$ cat src/rtl/eth_tx_sched_if.sv
// Handshake bundle between the trace/control frame sources, the MAC and the scheduler.
// The scheduler uses the slave modport; the source/MAC side uses the master modport.
interface eth_tx_sched_if;
  logic [1:0]  SrcValid;
  logic [1:0]  SrcLast;
  logic [1:0]  SrcReady;
  logic        TxValid;
  logic        TxLast;
  logic        TxReady;
  logic        TxSel;
  logic        HostStall;
  logic        RVVIStall;
  logic [31:0] TraceFrameCount;
  logic [31:0] CtrlFrameCount;

  modport master (
    output SrcValid, SrcLast, TxReady, HostStall,
    input  SrcReady, TxValid, TxLast, TxSel, RVVIStall, TraceFrameCount, CtrlFrameCount
  );

  modport slave (
    input  SrcValid, SrcLast, TxReady, HostStall,
    output SrcReady, TxValid, TxLast, TxSel, RVVIStall, TraceFrameCount, CtrlFrameCount
  );
endinterface

$ cat src/rtl/eth_tx_sched.sv
// Two-source Ethernet TX frame scheduler: control wins unless trace is starved; 1-cycle grant, IFG gap after each frame.
// Beats pass combinationally under MAC TxReady; frame counters only exist when TXSCHED_STATS_EN is defined.
module eth_tx_sched #(
  parameter int IFG_CYCLES   = 12,
  parameter int STARVE_LIMIT = 4
) (
  input  logic         clk,
  input  logic         resetn,
  eth_tx_sched_if.slave bus
);

  localparam int GAP_W = (IFG_CYCLES > 1) ? $clog2(IFG_CYCLES) : 1;
  localparam int ST_W  = (STARVE_LIMIT > 0) ? $clog2(STARVE_LIMIT + 1) : 1;
  localparam logic [GAP_W-1:0] GAP_LOAD   = (IFG_CYCLES > 0) ? GAP_W'(IFG_CYCLES - 1) : '0;
  localparam logic [ST_W-1:0]  STARVE_MAX = ST_W'(STARVE_LIMIT);

  typedef enum logic [1:0] {
    ST_IDLE = 2'd0,
    ST_TX   = 2'd1,
    ST_GAP  = 2'd2
  } state_t;

  state_t            state_q, state_d;
  logic              tx_sel_q, tx_sel_d;
  logic [GAP_W-1:0]  gap_q, gap_d;
  logic [ST_W-1:0]   starve_q, starve_d;

  logic              in_tx;
  logic              sel_valid;
  logic              sel_last;
  logic              tx_valid;
  logic              tx_last;
  logic [1:0]        src_ready;
  logic              frame_done;
  logic              forced_trace;

  always_comb begin
    state_d   = state_q;
    tx_sel_d  = tx_sel_q;
    gap_d     = gap_q;
    starve_d  = starve_q;

    // Outputs are gated by resetn so nothing leaks out while reset is held.
    in_tx     = resetn && (state_q == ST_TX);
    sel_valid = bus.SrcValid[tx_sel_q];
    sel_last  = bus.SrcLast[tx_sel_q];
    tx_valid  = in_tx & sel_valid;
    tx_last   = in_tx & sel_last;
    src_ready = 2'b00;
    if (in_tx) begin
      src_ready[tx_sel_q] = bus.TxReady;
    end
    frame_done   = tx_valid & bus.TxReady & sel_last;
    forced_trace = (starve_q == STARVE_MAX) && bus.SrcValid[0] && !bus.HostStall;

    case (state_q)
      ST_IDLE: begin
        if (bus.SrcValid[1] && !forced_trace) begin
          tx_sel_d = 1'b1;
          state_d  = ST_TX;
        end else if (bus.SrcValid[0] && !bus.HostStall) begin
          tx_sel_d = 1'b0;
          state_d  = ST_TX;
        end
      end
      ST_TX: begin
        if (frame_done) begin
          if (IFG_CYCLES == 0) begin
            state_d = ST_IDLE;
          end else begin
            state_d = ST_GAP;
            gap_d   = GAP_LOAD;
          end
          // Only control frames that overtook a waiting trace frame count toward starvation.
          if (tx_sel_q) begin
            if (bus.SrcValid[0] && (starve_q != STARVE_MAX)) begin
              starve_d = starve_q + 1'b1;
            end
          end else begin
            starve_d = '0;
          end
        end
      end
      ST_GAP: begin
        if (gap_q == '0) begin
          state_d = ST_IDLE;
        end else begin
          gap_d = gap_q - 1'b1;
        end
      end
      default: begin
        state_d = ST_IDLE;
      end
    endcase
  end

  always_ff @(posedge clk) begin
    if (!resetn) begin
      state_q  <= ST_IDLE;
      tx_sel_q <= 1'b0;
      gap_q    <= '0;
      starve_q <= '0;
    end else begin
      state_q  <= state_d;
      tx_sel_q <= tx_sel_d;
      gap_q    <= gap_d;
      starve_q <= starve_d;
    end
  end

  assign bus.TxValid   = tx_valid;
  assign bus.TxLast    = tx_last;
  assign bus.SrcReady  = src_ready;
  assign bus.TxSel     = tx_sel_q;
  assign bus.RVVIStall = bus.HostStall |
                         (bus.SrcValid[0] & ~((state_q == ST_TX) & ~tx_sel_q));

`ifdef TXSCHED_STATS_EN
  logic [31:0] trace_cnt_q, trace_cnt_d;
  logic [31:0] ctrl_cnt_q, ctrl_cnt_d;

  always_comb begin
    trace_cnt_d = trace_cnt_q;
    ctrl_cnt_d  = ctrl_cnt_q;
    if (frame_done) begin
      if (tx_sel_q) begin
        ctrl_cnt_d = ctrl_cnt_q + 32'd1;
      end else begin
        trace_cnt_d = trace_cnt_q + 32'd1;
      end
    end
  end

  always_ff @(posedge clk) begin
    if (!resetn) begin
      trace_cnt_q <= '0;
      ctrl_cnt_q  <= '0;
    end else begin
      trace_cnt_q <= trace_cnt_d;
      ctrl_cnt_q  <= ctrl_cnt_d;
    end
  end

  assign bus.TraceFrameCount = trace_cnt_q;
  assign bus.CtrlFrameCount  = ctrl_cnt_q;
`else
  assign bus.TraceFrameCount = 32'd0;
  assign bus.CtrlFrameCount  = 32'd0;
`endif

endmodule

$ cat src/flat_wrapper.sv
// flat-port wrapper written by rule: the top's interface ports become plain ports
module eth_tx_sched_flat 
#(
  parameter int IFG_CYCLES   = 12,
  parameter int STARVE_LIMIT = 4
)
  (clk, resetn, bus_SrcValid, bus_SrcLast, bus_TxReady, bus_HostStall, bus_SrcReady, bus_TxValid, bus_TxLast, bus_TxSel, bus_RVVIStall, bus_TraceFrameCount, bus_CtrlFrameCount);
  eth_tx_sched_if bus_i ();
  input  logic clk;
  input  logic resetn;
  input wire logic [$bits(bus_i.SrcValid)-1:0] bus_SrcValid;
  input wire logic [$bits(bus_i.SrcLast)-1:0] bus_SrcLast;
  input wire logic [$bits(bus_i.TxReady)-1:0] bus_TxReady;
  input wire logic [$bits(bus_i.HostStall)-1:0] bus_HostStall;
  output wire logic [$bits(bus_i.SrcReady)-1:0] bus_SrcReady;
  output wire logic [$bits(bus_i.TxValid)-1:0] bus_TxValid;
  output wire logic [$bits(bus_i.TxLast)-1:0] bus_TxLast;
  output wire logic [$bits(bus_i.TxSel)-1:0] bus_TxSel;
  output wire logic [$bits(bus_i.RVVIStall)-1:0] bus_RVVIStall;
  output wire logic [$bits(bus_i.TraceFrameCount)-1:0] bus_TraceFrameCount;
  output wire logic [$bits(bus_i.CtrlFrameCount)-1:0] bus_CtrlFrameCount;
  assign bus_i.SrcValid = bus_SrcValid;
  assign bus_i.SrcLast = bus_SrcLast;
  assign bus_i.TxReady = bus_TxReady;
  assign bus_i.HostStall = bus_HostStall;
  assign bus_SrcReady = bus_i.SrcReady;
  assign bus_TxValid = bus_i.TxValid;
  assign bus_TxLast = bus_i.TxLast;
  assign bus_TxSel = bus_i.TxSel;
  assign bus_RVVIStall = bus_i.RVVIStall;
  assign bus_TraceFrameCount = bus_i.TraceFrameCount;
  assign bus_CtrlFrameCount = bus_i.CtrlFrameCount;
  eth_tx_sched #(.IFG_CYCLES(IFG_CYCLES), .STARVE_LIMIT(STARVE_LIMIT)) u_core (.clk(clk), .resetn(resetn), .bus(bus_i));
endmodule
$ cat config.mk
export PLATFORM = sky130hd
export DESIGN_NAME = eth_tx_sched_flat
export DESIGN_NICKNAME = d
export VERILOG_FILES = /design/src/rtl/eth_tx_sched_if.sv /design/src/rtl/eth_tx_sched.sv /design/src/flat_wrapper.sv
export SDC_FILE = /design/constraint.sdc
export NUM_CORES = 1
export LEC_CHECK = 0
export ABC_AREA = 1
export BUFFER_PORTS_ARGS = -buffer_cell sky130_fd_sc_hd__buf_2
export CAP_MARGIN = 20
export CORE_MARGIN = 4
export CORE_UTILIZATION = 46
export CTS_CLUSTER_DIAMETER = 200
export CTS_CLUSTER_SIZE = 25
export DETAILED_ROUTE_END_ITERATION = 10
export PLACE_DENSITY = 0.86
export SLEW_MARGIN = 5
export SYNTH_ARGS = -nofsm -noshare
export SYNTH_HDL_FRONTEND = slang
export SYNTH_SLANG_ARGS = --single-unit
$ cat constraint.sdc
create_clock -name clk -period 3.85 [get_ports clk]
set_clock_uncertainty 0.05 [all_clocks]
set_input_delay 0.77 -clock clk [delete_from_list [all_inputs] [get_ports clk]]
set_output_delay 0.77 -clock clk [all_outputs]
set_load 0.1 [all_outputs]
==> impl_metrics.sql <==
INSERT INTO impl_metrics (metric_group, metric, value, unit) VALUES
('outcome', 'outcome', 'finished clean', ''),
('pwr', 'cellLeakagePower', '0.000650', 'uW'),
('setup_path', 'r2r-end', 'u_core.state_q[0]', ''),
('clock_network', 'hold_buffers', '0', ''),
('synthesis', 'synth_area_leaders', 'sky130_fd_sc_hd__buf_4 40%, sky130_fd_sc_hd__dfxtp_1 16%, sky130_fd_sc_hd__ha_1 8.1%', ''),
('setup_path', 'worstRegToRegCells', '12', ''),
('setup_path', 'worst_setup_path_start_kind', 'flop', ''),
('layout', 'finish.instance_area', '0.00113', 'mm2'),
('synthesis', 'synth_compound_gate_area_share', '5.40', '%'),
('clock_network', 'clock_path_buffers', '2', ''),
('synthesis', 'dominant_combinational_cell_family_by_area_after_synthesis', 'buffers and inverters', ''),
('synthesis', 'ys.warnings.count', '0', ''),
('timing', 'unrepaired_setup_endpoints_after_global_routing', 'no', ''),
('setup_path', 'number_of_buffers_and_inverters_on_the_critical_path', '3', ''),
('global_routing', 'antenna_found_initial', '0', ''),
('timing', 'final.min_clock_period', '2.60', 'ns'),
('layout', 'syn2layout_area_growth', '-8.35', '%'),
('clock_network', 'cts_inserted_buffers', '3', ''),
('synthesis', 'postSynth.asyncResetShare', '0', '%'),
('synthesis', 'synth_area', '0.00123', 'mm2'),
('synthesis', 'synth.largest_area_cell', 'sky130_fd_sc_hd__buf_4', ''),
('die', 'floorplan_die_area', '0.00356', 'mm2'),
('clock_network', 'cts.clk_slew.worst_paths', '0.07', 'ns'),
('setup_path', 'timing.critical_path.fanout_max', '4', ''),
('route', 'antenna_left', '0', ''),
('setup_path', 'cells_along_the_critical_path', 'inv_1 -> ha_1 -> nand2_2 -> clkinv_1 -> nand2_1 -> nor2_4 -> buf_2', ''),
('die', 'top_level_ports', '78', ''),
('global_routing', 'grt_pass1_vias', '608', ''),
('setup_path', 'timing_worst_setup_path_type', 'flop to output pin', ''),
('setup_path', 'crit_path_top_delay_cell', 'sky130_fd_sc_hd__buf_2', ''),
('synthesis', 'synth_adder_area_share', '8.15', '%'),
('worst_hold_path', 'holdPathStages', '2', ''),
('synthesis', 'synth-xor-area-share', '1.43', '%'),
('synthesis', 'simple_gate_fraction_of_synth_area', '21.4', '%'),
('die', 'fp.dieH', '59.7', 'um'),
('pwr', 'power-per-cell-area', '733', 'mW/mm2'),
('place', 'post_dp_cell_area', '0.00109', 'mm2'),
('clock_network', 'cts.sink_count', '10', ''),
('synthesis', 'synth_top_area_share', '39.7', '%'),
('route', 'routed_wl', '1750', 'um'),
('synthesis', 'most_used_standard_cells_in_the_synthesized_netlist', '65 x sky130_fd_sc_hd__buf_4, 24 x sky130_fd_sc_hd__nand2_1, 16 x sky130_fd_sc_hd__inv_1, 15 x sky130_fd_sc_hd__nor2_1, 10 x sky130_fd_sc_hd__dfxtp_1', ''),
('route', 'drt_drc_violations_left', '0', ''),
('setup_path', 'path_delay_family', 'buffers and inverters', ''),
('timing', 'report.final.setup_viol', '0', ''),
('synthesis', 'ys_seq_area_share', '16.3', '%'),
('global_routing', 'grt_pass1_wl', '2480', 'um'),
('worst_hold_path', 'hp-class', 'flop to flop', ''),
('setup_path', 'worstSetupEndpointType', 'output pin', ''),
('global_routing', 'grt_usage', '8.86', '%'),
('place', 'gp_congestion', '0.788', ''),
('die', 'die_width', '59.7', 'um'),
('setup_path', 'rrSetupSlack', '2.17', 'ns'),
('clock_network', 'cts.repair_timing.setup_buffer_count', '0', ''),
('die', 'initial_core_util', '48.7', '%'),
('setup_path', 'worst-path-stages', '7', ''),
('timing', 'finalCritPeriodShare', '67.6', '%'),
('setup_path', 'timing.critical_path.required', '3.03', 'ns'),
('synthesis', 'dominantRegCellSynth', 'sky130_fd_sc_hd__dfxtp_1', ''),
('place', 'dp_hpwl', '1490', 'um'),
('setup_path', 'worst_path_largest_cell_delay', '0.44', 'ns'),
('die', 'number_of_placement_rows', '18', ''),
('clock_network', 'worst_skew_pair.late_latency', '0.26', 'ns'),
('global_routing', 'grt_remaining_overflow', '0', ''),
('clock_network', 'htree_num_levels', '1', ''),
('layout', 'antenna_cells_inserted', '0', ''),
('timing', 'slew_violations', '0', ''),
('route', 'post_drt_via_cell_ratio', '3.88', ''),
('layout', 'fin_nets', '210', ''),
('synthesis', 'ys_seq_elements', '10', ''),
('die', 'fp.coreArea', '0.00252', 'mm2'),
('flow_run', 'timing.max_cap.violations', '0', '');
[stage by stage]
step                power, uW  hold slack [ns]  cells  worst slack (ns)
floorplan                 737            0.412    241             0.327
global placement          724            0.431    219              1.33
detailed placement        732            0.433    219              1.31
CTS                       828            0.443    223              1.23
global route              884            0.477    223              1.11
finish                    825            0.437    223              1.25
[final cells by class]
| type | instances | area (um2) |
|---|---|---|
| multi-input cells | 142 | 697 |
| well taps | 30 | 37.5 |
| inverters | 24 | 90.1 |
| clock buffers | 4 | 36.3 |
| repair buffers | 13 | 65.1 |
| fillers | 271 | 1400 |
| flip-flops and latches | 10 | 200 |
[worst reg2reg max path: stages (launching register included)]
cell and delay (ns):
sky130_fd_sc_hd__dfxtp_1 0.35, sky130_fd_sc_hd__inv_1 0.09, sky130_fd_sc_hd__ha_1 0.26, sky130_fd_sc_hd__nand2_2 0.13
sky130_fd_sc_hd__clkinv_1 0.07, sky130_fd_sc_hd__nand2_1 0.09, sky130_fd_sc_hd__nor2_4 0.05, sky130_fd_sc_hd__nand2_2 0.08
sky130_fd_sc_hd__nand2_4 0.07, sky130_fd_sc_hd__nand2_1 0.11, sky130_fd_sc_hd__clkinv_1 0.09, sky130_fd_sc_hd__nor2_1 0.09
sky130_fd_sc_hd__nor2_1 0.05
[sequential cells by signal, summed over array words and instances (netlist names)]
register,flops
u_core.gap_q,4
u_core.starve_q,3
u_core.state_q,2
u_core.bus.TxSel,1
[power breakdown]
part	leakage (uW)	internal (uW)	switching, uW
combinational	0.000547	93.8	488
sequential	0.0000820	127	23.0
clock	0.0000210	57.4	36.1
total	0.000650	278	547
[per-layer routing]
| metal | GRT usage [%] | share of wire (%) |
|---|---|---|
| met5 | 0 | 0 |
| met2 | 12.7 | 46 |
| met3 | 3.89 | 14 |
| met4 | 0.949 | 0 |
| met1 | 12.6 | 40 |
[worst max path at each step]
stage / endpoint / from
2_1_floorplan: bus_RVVIStall / u_core.bus.TxSel
3_3_place_gp: bus_TxValid / resetn
3_5_place_dp: bus_TxValid / resetn
4_1_cts: bus_TxValid / u_core.state_q[1]
5_1_grt: bus_TxValid / u_core.state_q[1]
6_report: bus_TxValid / u_core.state_q[1]
[cell families after synthesis]
| family | Yosys count |
|---|---|
| adders and majority gates | 8 |
| and+or+nand+nor | 56 |
| buffers and inverters | 89 |
| xor gates and xnor gates | 2 |
| DFF | 10 |
| AOI/OAI and AO/OA | 12 |
| other | 1 |
[placed cells by master (no fill, tap or decap)]
cell type	Yosys	routed
sky130_fd_sc_hd__nor2_1	15	15
sky130_fd_sc_hd__conb_1	1	64
sky130_fd_sc_hd__nand3_4	1	1
sky130_fd_sc_hd__nor2_4	1	1
sky130_fd_sc_hd__ha_1	8	8
sky130_fd_sc_hd__nand3_1	7	7
sky130_fd_sc_hd__o21ai_0	1	1
sky130_fd_sc_hd__o21ai_1	3	3
sky130_fd_sc_hd__a21oi_1	6	6
sky130_fd_sc_hd__o21bai_1	1	1
sky130_fd_sc_hd__inv_2	4	4
sky130_fd_sc_hd__inv_1	16	16
sky130_fd_sc_hd__o311ai_1	1	1
sky130_fd_sc_hd__nand2_2	2	2
sky130_fd_sc_hd__clkbuf_8	0	1
sky130_fd_sc_hd__dfxtp_1	10	10
sky130_fd_sc_hd__buf_2	0	13
sky130_fd_sc_hd__xor2_1	2	2
sky130_fd_sc_hd__nand2_1	24	24
sky130_fd_sc_hd__nor3_2	0	2
sky130_fd_sc_hd__nand4_1	3	3
sky130_fd_sc_hd__nand2_4	1	1
sky130_fd_sc_hd__clkinv_1	4	4
sky130_fd_sc_hd__clkbuf_4	0	3
Note: power is estimated with default switching activity, not from simulation.
